--- src/rtl/mem_pkg.sv ---
// Shared types and helpers for the load/store read-modify-write unit.
// Sizes follow the CPU memory-stage encoding; states cover the complete request lifecycle.
package mem_pkg;

  typedef enum logic [1:0] {
    SZ_BYTE = 2'b00,
    SZ_HALF = 2'b01,
    SZ_WORD = 2'b10,
    SZ_RSVD = 2'b11
  } size_t;

  typedef enum logic [2:0] {
    ST_IDLE  = 3'd0,
    ST_LOAD  = 3'd1,
    ST_READ  = 3'd2,
    ST_WRITE = 3'd3,
    ST_DONE  = 3'd4
  } lsu_state_t;

  // Reserved size is reported separately, so it is not treated as misaligned here.
  function automatic logic is_misaligned(input size_t size, input logic [1:0] addr_lo);
    logic mis;
    case (size)
      SZ_BYTE: mis = 1'b0;
      SZ_HALF: mis = addr_lo[0];
      SZ_WORD: mis = (addr_lo != 2'b00);
      default: mis = 1'b0;
    endcase
    return mis;
  endfunction

endpackage

--- src/rtl/lsu_rmw_if.sv ---
// Request and response bundle between the CPU memory stage and the load/store unit.
// The master drives requests. The slave returns the handshake ready signal and the responses.
interface lsu_rmw_if;
  logic        req_valid;
  logic        req_ready;
  logic        req_we;
  logic [1:0]  req_size;
  logic        req_unsigned;
  logic [31:0] req_addr;
  logic [31:0] req_wdata;
  logic        resp_valid;
  logic [31:0] resp_rdata;
  logic        resp_err;

  modport master (
    output req_valid, req_we, req_size, req_unsigned, req_addr, req_wdata,
    input  req_ready, resp_valid, resp_rdata, resp_err
  );

  modport slave (
    input  req_valid, req_we, req_size, req_unsigned, req_addr, req_wdata,
    output req_ready, resp_valid, resp_rdata, resp_err
  );
endinterface

--- src/rtl/lsu_rmw_byte_lane_unit.sv ---
// Combinational lane logic: extracts and extends load data, and merges sub-word store data.
// Lanes are little-endian within the containing word.
module byte_lane_unit
  import mem_pkg::*;
(
  input  logic [31:0] word,
  input  logic [1:0]  addr_lo,
  input  size_t       size,
  input  logic        is_unsigned,
  input  logic [31:0] wdata,
  output logic [31:0] load_ext,
  output logic [31:0] store_merged
);

  logic [7:0]  byte_s;
  logic [15:0] half_s;

  // Select the addressed byte and the addressed halfword from the memory word
  always_comb begin
    byte_s = 8'h00;
    case (addr_lo)
      2'd0:    byte_s = word[7:0];
      2'd1:    byte_s = word[15:8];
      2'd2:    byte_s = word[23:16];
      2'd3:    byte_s = word[31:24];
      default: byte_s = 8'h00;
    endcase
    if (addr_lo[1]) begin
      half_s = word[31:16];
    end else begin
      half_s = word[15:0];
    end
  end

  // Extend the selected lane to 32 bits
  always_comb begin
    load_ext = 32'h0000_0000;
    case (size)
      SZ_BYTE: load_ext = is_unsigned ? {24'h00_0000, byte_s} : {{24{byte_s[7]}}, byte_s};
      SZ_HALF: load_ext = is_unsigned ? {16'h0000, half_s} : {{16{half_s[15]}}, half_s};
      SZ_WORD: load_ext = word;
      default: load_ext = 32'h0000_0000;
    endcase
  end

  // Overwrite only the target lanes; upper store-data bits are ignored
  always_comb begin
    store_merged = word;
    case (size)
      SZ_BYTE: begin
        case (addr_lo)
          2'd0:    store_merged[7:0]   = wdata[7:0];
          2'd1:    store_merged[15:8]  = wdata[7:0];
          2'd2:    store_merged[23:16] = wdata[7:0];
          2'd3:    store_merged[31:24] = wdata[7:0];
          default: store_merged = word;
        endcase
      end
      SZ_HALF: begin
        if (addr_lo[1]) begin
          store_merged[31:16] = wdata[15:0];
        end else begin
          store_merged[15:0] = wdata[15:0];
        end
      end
      SZ_WORD: store_merged = wdata;
      default: store_merged = word;
    endcase
  end

endmodule

--- src/rtl/lsu_rmw.sv ---
// Load/store initiator for a word-only data memory. Sub-word stores are done as read-modify-write.
// Illegal requests complete with an error and do not access memory.
module lsu_rmw
  import mem_pkg::*;
#(
  parameter int MEM_WORDS   = 64,
  parameter int CHECK_RANGE = 1
) (
  input  logic        clk,
  input  logic        reset,
  lsu_rmw_if.slave    bus,
  output logic [31:0] mem_a,
  output logic [31:0] mem_wd,
  output logic        mem_we,
  input  logic [31:0] mem_rd
);

  lsu_state_t  state_r, state_s;
  size_t       size_r;
  logic        uns_r;
  logic [31:0] addr_r;
  logic [31:0] wdata_r;
  logic [31:0] mem_a_r;
  logic [31:0] mem_wd_r;
  logic [31:0] resp_rdata_r;
  logic        resp_err_r;

  size_t       req_size_s;
  logic        accept_s;
  logic        err_s;
  logic [31:0] widx_s;
  logic [31:0] load_ext_s;
  logic [31:0] store_merged_s;

  assign req_size_s = size_t'(bus.req_size);
  assign accept_s   = (state_r == ST_IDLE) && bus.req_valid;
  assign widx_s     = {2'b00, bus.req_addr[31:2]};

  // Classify the incoming request as legal or illegal
  always_comb begin
    err_s = 1'b0;
    if (req_size_s == SZ_RSVD) begin
      err_s = 1'b1;
    end else if (is_misaligned(req_size_s, bus.req_addr[1:0])) begin
      err_s = 1'b1;
    end else if ((CHECK_RANGE != 0) && (widx_s >= 32'(MEM_WORDS))) begin
      err_s = 1'b1;
    end else begin
      err_s = 1'b0;
    end
  end

  byte_lane_unit u_lanes (
    .word         (mem_rd),
    .addr_lo      (addr_r[1:0]),
    .size         (size_r),
    .is_unsigned  (uns_r),
    .wdata        (wdata_r),
    .load_ext     (load_ext_s),
    .store_merged (store_merged_s)
  );

  // State register
  always_ff @(posedge clk or posedge reset) begin
    if (reset) begin
      state_r <= ST_IDLE;
    end else begin
      state_r <= state_s;
    end
  end

  // Next-state decode; loads and stores share the same exit through DONE
  always_comb begin
    state_s = state_r;
    case (state_r)
      ST_IDLE: begin
        if (!bus.req_valid) begin
          state_s = ST_IDLE;
        end else if (err_s) begin
          state_s = ST_DONE;
        end else if (!bus.req_we) begin
          state_s = ST_LOAD;
        end else if (req_size_s == SZ_WORD) begin
          state_s = ST_WRITE;
        end else begin
          state_s = ST_READ;
        end
      end
      ST_LOAD:  state_s = ST_DONE;
      ST_READ:  state_s = ST_WRITE;
      ST_WRITE: state_s = ST_DONE;
      ST_DONE:  state_s = ST_IDLE;
      default:  state_s = ST_IDLE;
    endcase
  end

  // Datapath registers. mem_a/mem_wd are loaded before the cycle that uses them, then hold.
  always_ff @(posedge clk or posedge reset) begin
    if (reset) begin
      size_r       <= SZ_BYTE;
      uns_r        <= 1'b0;
      addr_r       <= 32'h0000_0000;
      wdata_r      <= 32'h0000_0000;
      mem_a_r      <= 32'h0000_0000;
      mem_wd_r     <= 32'h0000_0000;
      resp_rdata_r <= 32'h0000_0000;
      resp_err_r   <= 1'b0;
    end else begin
      case (state_r)
        ST_IDLE: begin
          if (accept_s) begin
            size_r       <= req_size_s;
            uns_r        <= bus.req_unsigned;
            addr_r       <= bus.req_addr;
            wdata_r      <= bus.req_wdata;
            resp_rdata_r <= 32'h0000_0000;
            resp_err_r   <= err_s;
            if (!err_s) begin
              mem_a_r <= {bus.req_addr[31:2], 2'b00};
            end
            if (!err_s && bus.req_we && (req_size_s == SZ_WORD)) begin
              mem_wd_r <= bus.req_wdata;
            end
          end
        end
        ST_LOAD:  resp_rdata_r <= load_ext_s;
        ST_READ:  mem_wd_r     <= store_merged_s;
        default:  resp_err_r   <= resp_err_r;
      endcase
    end
  end

  // mem_we is decoded from the state register, so an asynchronous reset removes it immediately
  assign mem_we         = (state_r == ST_WRITE);
  assign mem_a          = mem_a_r;
  assign mem_wd         = mem_wd_r;
  assign bus.req_ready  = (state_r == ST_IDLE);
  assign bus.resp_valid = (state_r == ST_DONE);
  assign bus.resp_rdata = resp_rdata_r;
  assign bus.resp_err   = resp_err_r;

endmodule
--- src/flat_wrapper.sv ---
// flat-port wrapper written by rule: the top's interface ports become plain ports
module lsu_rmw_flat import mem_pkg::*;
#(
  parameter int MEM_WORDS   = 64,
  parameter int CHECK_RANGE = 1
)
  (clk, reset, mem_a, mem_wd, mem_we, mem_rd, bus_req_valid, bus_req_we, bus_req_size, bus_req_unsigned, bus_req_addr, bus_req_wdata, bus_req_ready, bus_resp_valid, bus_resp_rdata, bus_resp_err);
  lsu_rmw_if bus_i ();
  input  logic clk;
  input  logic reset;
  output logic [31:0] mem_a;
  output logic [31:0] mem_wd;
  output logic mem_we;
  input  logic [31:0] mem_rd;
  input wire logic [$bits(bus_i.req_valid)-1:0] bus_req_valid;
  input wire logic [$bits(bus_i.req_we)-1:0] bus_req_we;
  input wire logic [$bits(bus_i.req_size)-1:0] bus_req_size;
  input wire logic [$bits(bus_i.req_unsigned)-1:0] bus_req_unsigned;
  input wire logic [$bits(bus_i.req_addr)-1:0] bus_req_addr;
  input wire logic [$bits(bus_i.req_wdata)-1:0] bus_req_wdata;
  output wire logic [$bits(bus_i.req_ready)-1:0] bus_req_ready;
  output wire logic [$bits(bus_i.resp_valid)-1:0] bus_resp_valid;
  output wire logic [$bits(bus_i.resp_rdata)-1:0] bus_resp_rdata;
  output wire logic [$bits(bus_i.resp_err)-1:0] bus_resp_err;
  assign bus_i.req_valid = bus_req_valid;
  assign bus_i.req_we = bus_req_we;
  assign bus_i.req_size = bus_req_size;
  assign bus_i.req_unsigned = bus_req_unsigned;
  assign bus_i.req_addr = bus_req_addr;
  assign bus_i.req_wdata = bus_req_wdata;
  assign bus_req_ready = bus_i.req_ready;
  assign bus_resp_valid = bus_i.resp_valid;
  assign bus_resp_rdata = bus_i.resp_rdata;
  assign bus_resp_err = bus_i.resp_err;
  lsu_rmw #(.MEM_WORDS(MEM_WORDS), .CHECK_RANGE(CHECK_RANGE)) u_core (.clk(clk), .reset(reset), .bus(bus_i), .mem_a(mem_a), .mem_wd(mem_wd), .mem_we(mem_we), .mem_rd(mem_rd));
endmodule
--- config.mk ---
export PLATFORM = sky130hd
export DESIGN_NAME = lsu_rmw_flat
export DESIGN_NICKNAME = d
export VERILOG_FILES = /design/src/rtl/mem_pkg.sv /design/src/rtl/lsu_rmw_if.sv /design/src/rtl/lsu_rmw_byte_lane_unit.sv /design/src/rtl/lsu_rmw.sv /design/src/flat_wrapper.sv
export SDC_FILE = /design/constraint.sdc
export NUM_CORES = 1
export LEC_CHECK = 0
export BUFFER_PORTS_ARGS = -buffer_cell sky130_fd_sc_hd__buf_2
export CORE_MARGIN = 2
export CORE_UTILIZATION = 26
export CTS_CLUSTER_SIZE = 25
export DETAILED_ROUTE_END_ITERATION = 16
export PLACE_DENSITY = 0.52
export SYNTH_ARGS = -nofsm -noshare
export SYNTH_HDL_FRONTEND = slang
export SYNTH_SLANG_ARGS = --single-unit
--- constraint.sdc ---
create_clock -name clk -period 6.05 [get_ports clk]
set_input_delay 0.3025 -clock clk [delete_from_list [all_inputs] [get_ports clk]]
set_output_delay 0.3025 -clock clk [all_outputs]
set_load 0.02 [all_outputs]
==> qor.yml, run 1 <==
grt_pass1_wl_um: 36500
wl_um: 24300
detail_route.wl_per_cell_um: 20.6
hold_viol_final: 0
place_congestion: 0.841
yosysSeqAreaShare: 0.484
rsz0062_at_grt: "no"
drt_iter0_drc: 572
avgSynthCellArea_um2: 10.7
syn_inst: 654
antenna_found_initial: 8
synth_warnings: 0
cts_hold_buf: 0
grt_max_degree: 86
cts_max_path_buffers: 2
grt_remaining_overflow: 0
synthArstFlopShare: 1.00
grt_use_total: 0.172
cts-root-buf: "clkbuf_16"
peakVddDrop_v: 0.000221
drive_gt1_frac: 0.388
cellPowerDensity_nw_per_um2: 273
htreeDepth: 4
clk-insertion-delay-late_ns: 0.43
period_share: 0.523
tns_ns: 0
io_pins: 203
nets: 936
die-area_um2: 28200
synth_largest_area_cell: "dfrtp_1"
fmax_mhz: 316
crit_type: "register to register"
crit_fanout: 48
p_leak_nw: 4.43
cts_setup_buffers: 0
die_x_um: 168
numCtsBuffers: 17
ys_ff_latch: 135
hp-class: "input pin to async pin"
fin_area_um2: 8850
fin_skew_ns: 0.0103
yosysMostFrequentCell: "dfrtp_1"
start_util: 0.266
die_h_um: 168
drtPass1Iterations: 7
ys_types: 53
yosys-top-cells-count: "dfrtp_1, nand2_1, o21ai_0, a21oi_1, mux2_2"
status: "complete, no violations"
clkSlewWorstSetupHoldPaths_ns: 0.07
finalSetupViolCount: 0
synth_area_leaders: "dfrtp_1, mux2_2, mux2_4"
clock-sinks: 135
worstPathArrival_ns: 3.47
rows: 59
ys.flop_type: "dfrtp_1"
port_buffers: 200
dpl.hpwl_um: 17600
synth_edf_count: 0
worst_pin_slew_ns: 1.05
syn2layout_area_growth_pct: 26.8
viasPerCell: 4.98
period_minus_slack_ns: 3.16
synth_top_area_frac: 0.484
worst_setup_path_start_kind: "register"
max_cap_viol_count: 0
cts_tree: "yes"
dpl-instance-area_um2: 8260
drc: 0
end_kind: "register"
vias: 5895
critical_path_required_ns: 6.35
relSlewSlack: 0.300
synth_area_um2: 6980
ant_nets: 0
drv_slew: 0
core_um2: 26200
grt_pass1_vias: 5829
post_cts_resized: 0
layout make-up:
| class | count | area (um2) |
|---|---|---|
| sequential | 135 | 3380 |
| clock buffer | 17 | 425 |
| clock inverter | 15 | 149 |
| antenna | 5 | 12.5 |
| timing repair buffer | 208 | 1060 |
| fill | 2673 | 17400 |
| inverter | 21 | 83.8 |
| tap | 335 | 419 |
| multi-input combinational | 447 | 3320 |
power by group:
part	internal (W)	total [W]	switching, W
sequential	0.000938	0.000990	0.0000519
combinational	0.000165	0.000400	0.000236
clock	0.000551	0.00103	0.000478
per-layer routing:
metal,track usage,share of wire,vias to the layer above
met4,0.0582,0.019,6
met1,0.236,0.45,2883
li1,-,-,2748
met2,0.262,0.45,224
met3,0.0475,0.074,34
met5,0,0.0016,-
through the flow:
stage          cells  worst slack (ns)   util  hold slack (ns)  power (W)
2_1_floorplan    655              2.14      -            0.419    0.00126
3_3_place_gp    1146              2.84  0.315            0.455    0.00140
3_5_place_dp    1146              2.86  0.315            0.466    0.00140
4_1_cts         1178              2.83  0.337           0.0608    0.00244
5_1_grt         1179              2.54  0.337           0.0933    0.00253
6_report        1183              2.89  0.338           0.0404    0.00242
final timing paths:
path,startpoint,end,slack (ns),cells past startpoint
worst min-delay path,reset,u_core.mem_a[13]$_DFFE_PP0P_,0.04,2
max in group asynchronous,reset,u_core.wdata_r[16]$_DFFE_PP0P_,4.79,3
worst min register to register,u_core.bus.resp_rdata[30]$_DFFE_PP0P_,u_core.bus.resp_rdata[30]$_DFFE_PP0P_,0.47,2
worst max-delay path,u_core.state_r[0]$_DFF_PP0_,u_core.mem_a[2]$_DFFE_PP0P_,2.89,4
worst max register to register,u_core.state_r[0]$_DFF_PP0_,u_core.mem_a[2]$_DFFE_PP0P_,2.89,4
min in group clk,bus_req_wdata[14],u_core.wdata_r[14]$_DFFE_PP0P_,0.10,3
cells in the final DEF (no fill, tap or decap), types with 3 or more instances in the layout:
cell type	n
buf_2	200
dfrtp_1	135
nand2_1	66
o21ai_0	65
a21oi_1	39
mux2_2	38
nor2_1	28
mux2i_1	28
and2_1	26
mux2_4	23
inv_1	18
clkbuf_16	17
a222oi_1	16
a22oi_1	14
a22o_1	10
nand2b_1	9
o221ai_1	8
a31oi_1	8
mux4_2	8
buf_4	8
inv_8	7
diode_2	5
a32oi_1	5
inv_6	5
nor4_1	4
a31o_2	4
o22ai_1	4
clkinv_4	4
nor2b_1	3
nor3_1	3
ha_1	3
state kept, by name, indices dropped and copies added, names as in the netlist:
signal / count
u_core.size_r: 2
u_core.addr_r: 2
u_core.bus.resp_rdata: 32
u_core.bus.resp_err: 1
u_core.mem_a: 30
u_core.state_r: 3
u_core.wdata_r: 32
u_core.uns_r: 1
u_core.mem_wd: 32
cells by family (layout without fill, tap and decap cells):
| logic type | Yosys count | after routing | share of synthesized area |
|---|---|---|---|
| buffers and inverters | 73 | 261 | 0.0452 |
| DFF | 135 | 135 | 0.484 |
| muxes | 99 | 99 | 0.180 |
| other | 1 | 7 | 0.000537 |
| adders and majority gates | 3 | 3 | 0.00538 |
| AOI/OAI and AO/OA | 185 | 185 | 0.174 |
| and+or+nand+nor | 158 | 158 | 0.111 |
critical path: stages, from the launching register on:
cell     delay (ns)
dfrtp_1        0.44
nor3_1         0.29
and2_2         0.88
nand2_1        0.89
mux2_2         0.53
(Power assumes the default switching activity.)
==> run 2: changes to the inputs <==
--- a/config.mk
+++ b/config.mk
@@ -10,7 +10,7 @@
 export CORE_UTILIZATION = 26
 export CTS_CLUSTER_SIZE = 25
 export DETAILED_ROUTE_END_ITERATION = 16
-export PLACE_DENSITY = 0.52
+export PLACE_DENSITY = 0.53
 export SYNTH_ARGS = -nofsm -noshare
 export SYNTH_HDL_FRONTEND = slang
 export SYNTH_SLANG_ARGS = --single-unit
==> constraint.sdc (replaced) <==
create_clock -name clk -period 2.7 [get_ports clk]
set_input_delay 0.135 -clock clk [delete_from_list [all_inputs] [get_ports clk]]
set_output_delay 0.135 -clock clk [all_outputs]
set_load 0.02 [all_outputs]
==> run 2 against run 1 <==
Net effect: design area is 6.5% higher; worst setup slack worse by 2.4 ns; sequential share of layout area is 2.3 points lower; sequential power is 120% higher; wire length is 0.73% higher; via count is 3.8% higher; critical endpoint is now u_core.mem_wd[22]$_DFFE_PP0P_; largest power group unchanged.
==> qor.yml, run 2 (synthesis gave the netlist of run 1 again) <==
die-area_um2: 28200
seq_area_um2: 3380
cts-root-buf: "clkbuf_16"
hold_end: "u_core.state_r[1]$_DFF_PP0_"
p_int_w: 0.00399
relSlewSlack: 0.195
die_x_um: 168
crit_type: "register to register"
clock-sinks: 135
hold_viol_final: 0
port_buffers: 200
max_stage_delay_ns: 0.83
clk-insertion-delay-late_ns: 0.43
fin_skew_ns: 0.0116
drtPass1Iterations: 5
numCtsBuffers: 17
status: "complete, no violations"
nets: 992
max_cap_viol_count: 0
setup_slack_ns: 0.506
critical_path_required_ns: 3.01
worstReg2RegStart: "u_core.state_r[1]$_DFF_PP0_"
multi_input_comb_area_um2: 3320
place_congestion: 0.907
grt_remaining_overflow: 0
grt_pass1_vias: 6172
hp-class: "input pin to register"
cp_cell_sequence: "or3b_2 > a221oi_1 > a21oi_1 > mux2_4"
viasPerCell: 4.96
ant_nets: 0
antenna_found_initial: 1
p_leak_nw: 4.68
drt_iter0_drc: 679
htreeDepth: 4
detail_route.wl_per_cell_um: 19.9
grt_use_total: 0.175
fill_cells: 2638
worstHoldStart: "bus_req_we"
post_cts_resized: 0
worstPathArrival_ns: 2.50
io_pins: 203
die_h_um: 168
wl_um: 24500
rr_worst_depth: 4
layout_common_cells: "buf_2, dfrtp_1, nand2_1, o21ai_0, dlygate4sd3_1"
dpl.hpwl_um: 18100
rsz0062_at_grt: "no"
drv_slew: 0
fmax_mhz: 456
syn2layout_area_growth_pct: 34.9
tns_ns: 0
end_kind: "register"
p_sw_w: 0.00158
rows: 59
worst_r2r_endpoint: "u_core.mem_wd[22]$_DFFE_PP0P_"
worstHoldPathCells: 3
peakVddDrop_v: 0.000418
grt_max_degree: 44
core_um2: 26200
worst_setup_path_start_kind: "register"
drive_gt1_frac: 0.378
drc: 0
cts_tree: "yes"
crit_fanout: 42
cellPowerDensity_nw_per_um2: 591
seq_power_share: 0.395
finalSetupViolCount: 0
start_util: 0.266
p_sw_frac: 0.284
layout_commonest_cell: "buf_2"
power.clock.fraction: 0.425
cts_setup_buffers: 0
rrSetupSlack_ns: 0.51
period_minus_slack_ns: 2.19
cts_max_path_buffers: 2
p_comb_frac: 0.180
grt_pass1_wl_um: 37600
pre_cts_slack_ns: 0.446
vias: 6121
worst_pin_slew_ns: 1.20
clkSlewWorstSetupHoldPaths_ns: 0.06
slowest_stage: "or3b_2"
period_share: 0.812
-- run 2: cell count changes in the layout (fill, tap and decap cells not counted), sizes merged, moves of 3 or more --
| cell | before | now |
|---|---|---|
| buf | 208 | 222 |
| bufinv | 0 | 3 |
| clkinvlp | 0 | 5 |
| diode | 5 | 1 |
| dlygate4sd3 | 0 | 42 |
| inv | 30 | 18 |
-- run 2: worst max path at each step --
stage	to	depth (start not counted)	slack, ns	start
2_1_floorplan	u_core.wdata_r[17]$_DFFE_PP0P_	6	0.47	u_core.state_r[1]$_DFF_PP0_
3_3_place_gp	u_core.mem_wd[9]$_DFFE_PP0P_	9	0.50	bus_req_size[0]
3_5_place_dp	u_core.mem_wd[9]$_DFFE_PP0P_	9	0.45	bus_req_size[0]
4_1_cts	u_core.mem_wd[22]$_DFFE_PP0P_	4	0.52	u_core.state_r[1]$_DFF_PP0_
5_1_grt	u_core.mem_wd[30]$_DFFE_PP0P_	5	0.30	u_core.state_r[1]$_DFF_PP0_
6_report	u_core.mem_wd[22]$_DFFE_PP0P_	4	0.51	u_core.state_r[1]$_DFF_PP0_
-- run 2: what timing repair did --
| item | in CTS | in global routing |
|---|---|---|
| endpoints found under the hold margin | 78 | 0 |
| hold buffers | 42 | 0 |
| endpoints found under the setup margin | 0 | 0 |
-- run 2: critical path: cells and delay by family, from the launching register on --
family,cells,cell delay (ns)
mux,1,0.28
simple gates,1,0.83
compound gates,2,0.48
flops,1,0.49
-- run 2: stage by stage --
stage	instances	instance area [um2]	hold WS (ns)	util	total power [W]
5_1_grt	1234	9420	0.0499	0.360	0.00581
2_1_floorplan	655	6990	0.252	-	0.00282
3_5_place_dp	1160	8410	0.369	0.321	0.00318
3_3_place_gp	1160	8410	0.356	0.321	0.00317
6_report	1234	9420	0.0432	0.360	0.00557
4_1_cts	1233	9420	0.0180	0.359	0.00561
-- run 2: power by group through the flow --
stage | Clock, W | Combinational [W] | Sequential [W]
after floorplan | 0 | 0.000632 | 0.00219
after global placement | 0 | 0.000938 | 0.00223
after detailed placement | 0 | 0.000944 | 0.00224
after CTS | 0.00241 | 0.00100 | 0.00220
after global routing | 0.00250 | 0.00110 | 0.00221
final | 0.00237 | 0.00100 | 0.00220
-- run 2: area by class of cell --
class,instances,share of cell area
flip-flops and latches,135,0.359
clock buffers,18,0.0456
multi-input cells,447,0.352
inverters,21,0.00876
repair buffers,264,0.174
well taps,335,0.0445
diodes,1,0.000266
clock inverters,13,0.0167
-- run 2: per-layer routing --
| metal | global-route usage | wire (um) | vias up |
|---|---|---|---|
| li1 | - | - | 2856 |
| met1 | 0.241 | 11200 | 2989 |
| met2 | 0.270 | 11100 | 250 |
| met3 | 0.0447 | 1820 | 26 |
| met4 | 0.0518 | 424 | 0 |
| met5 | 0 | 0 | - |
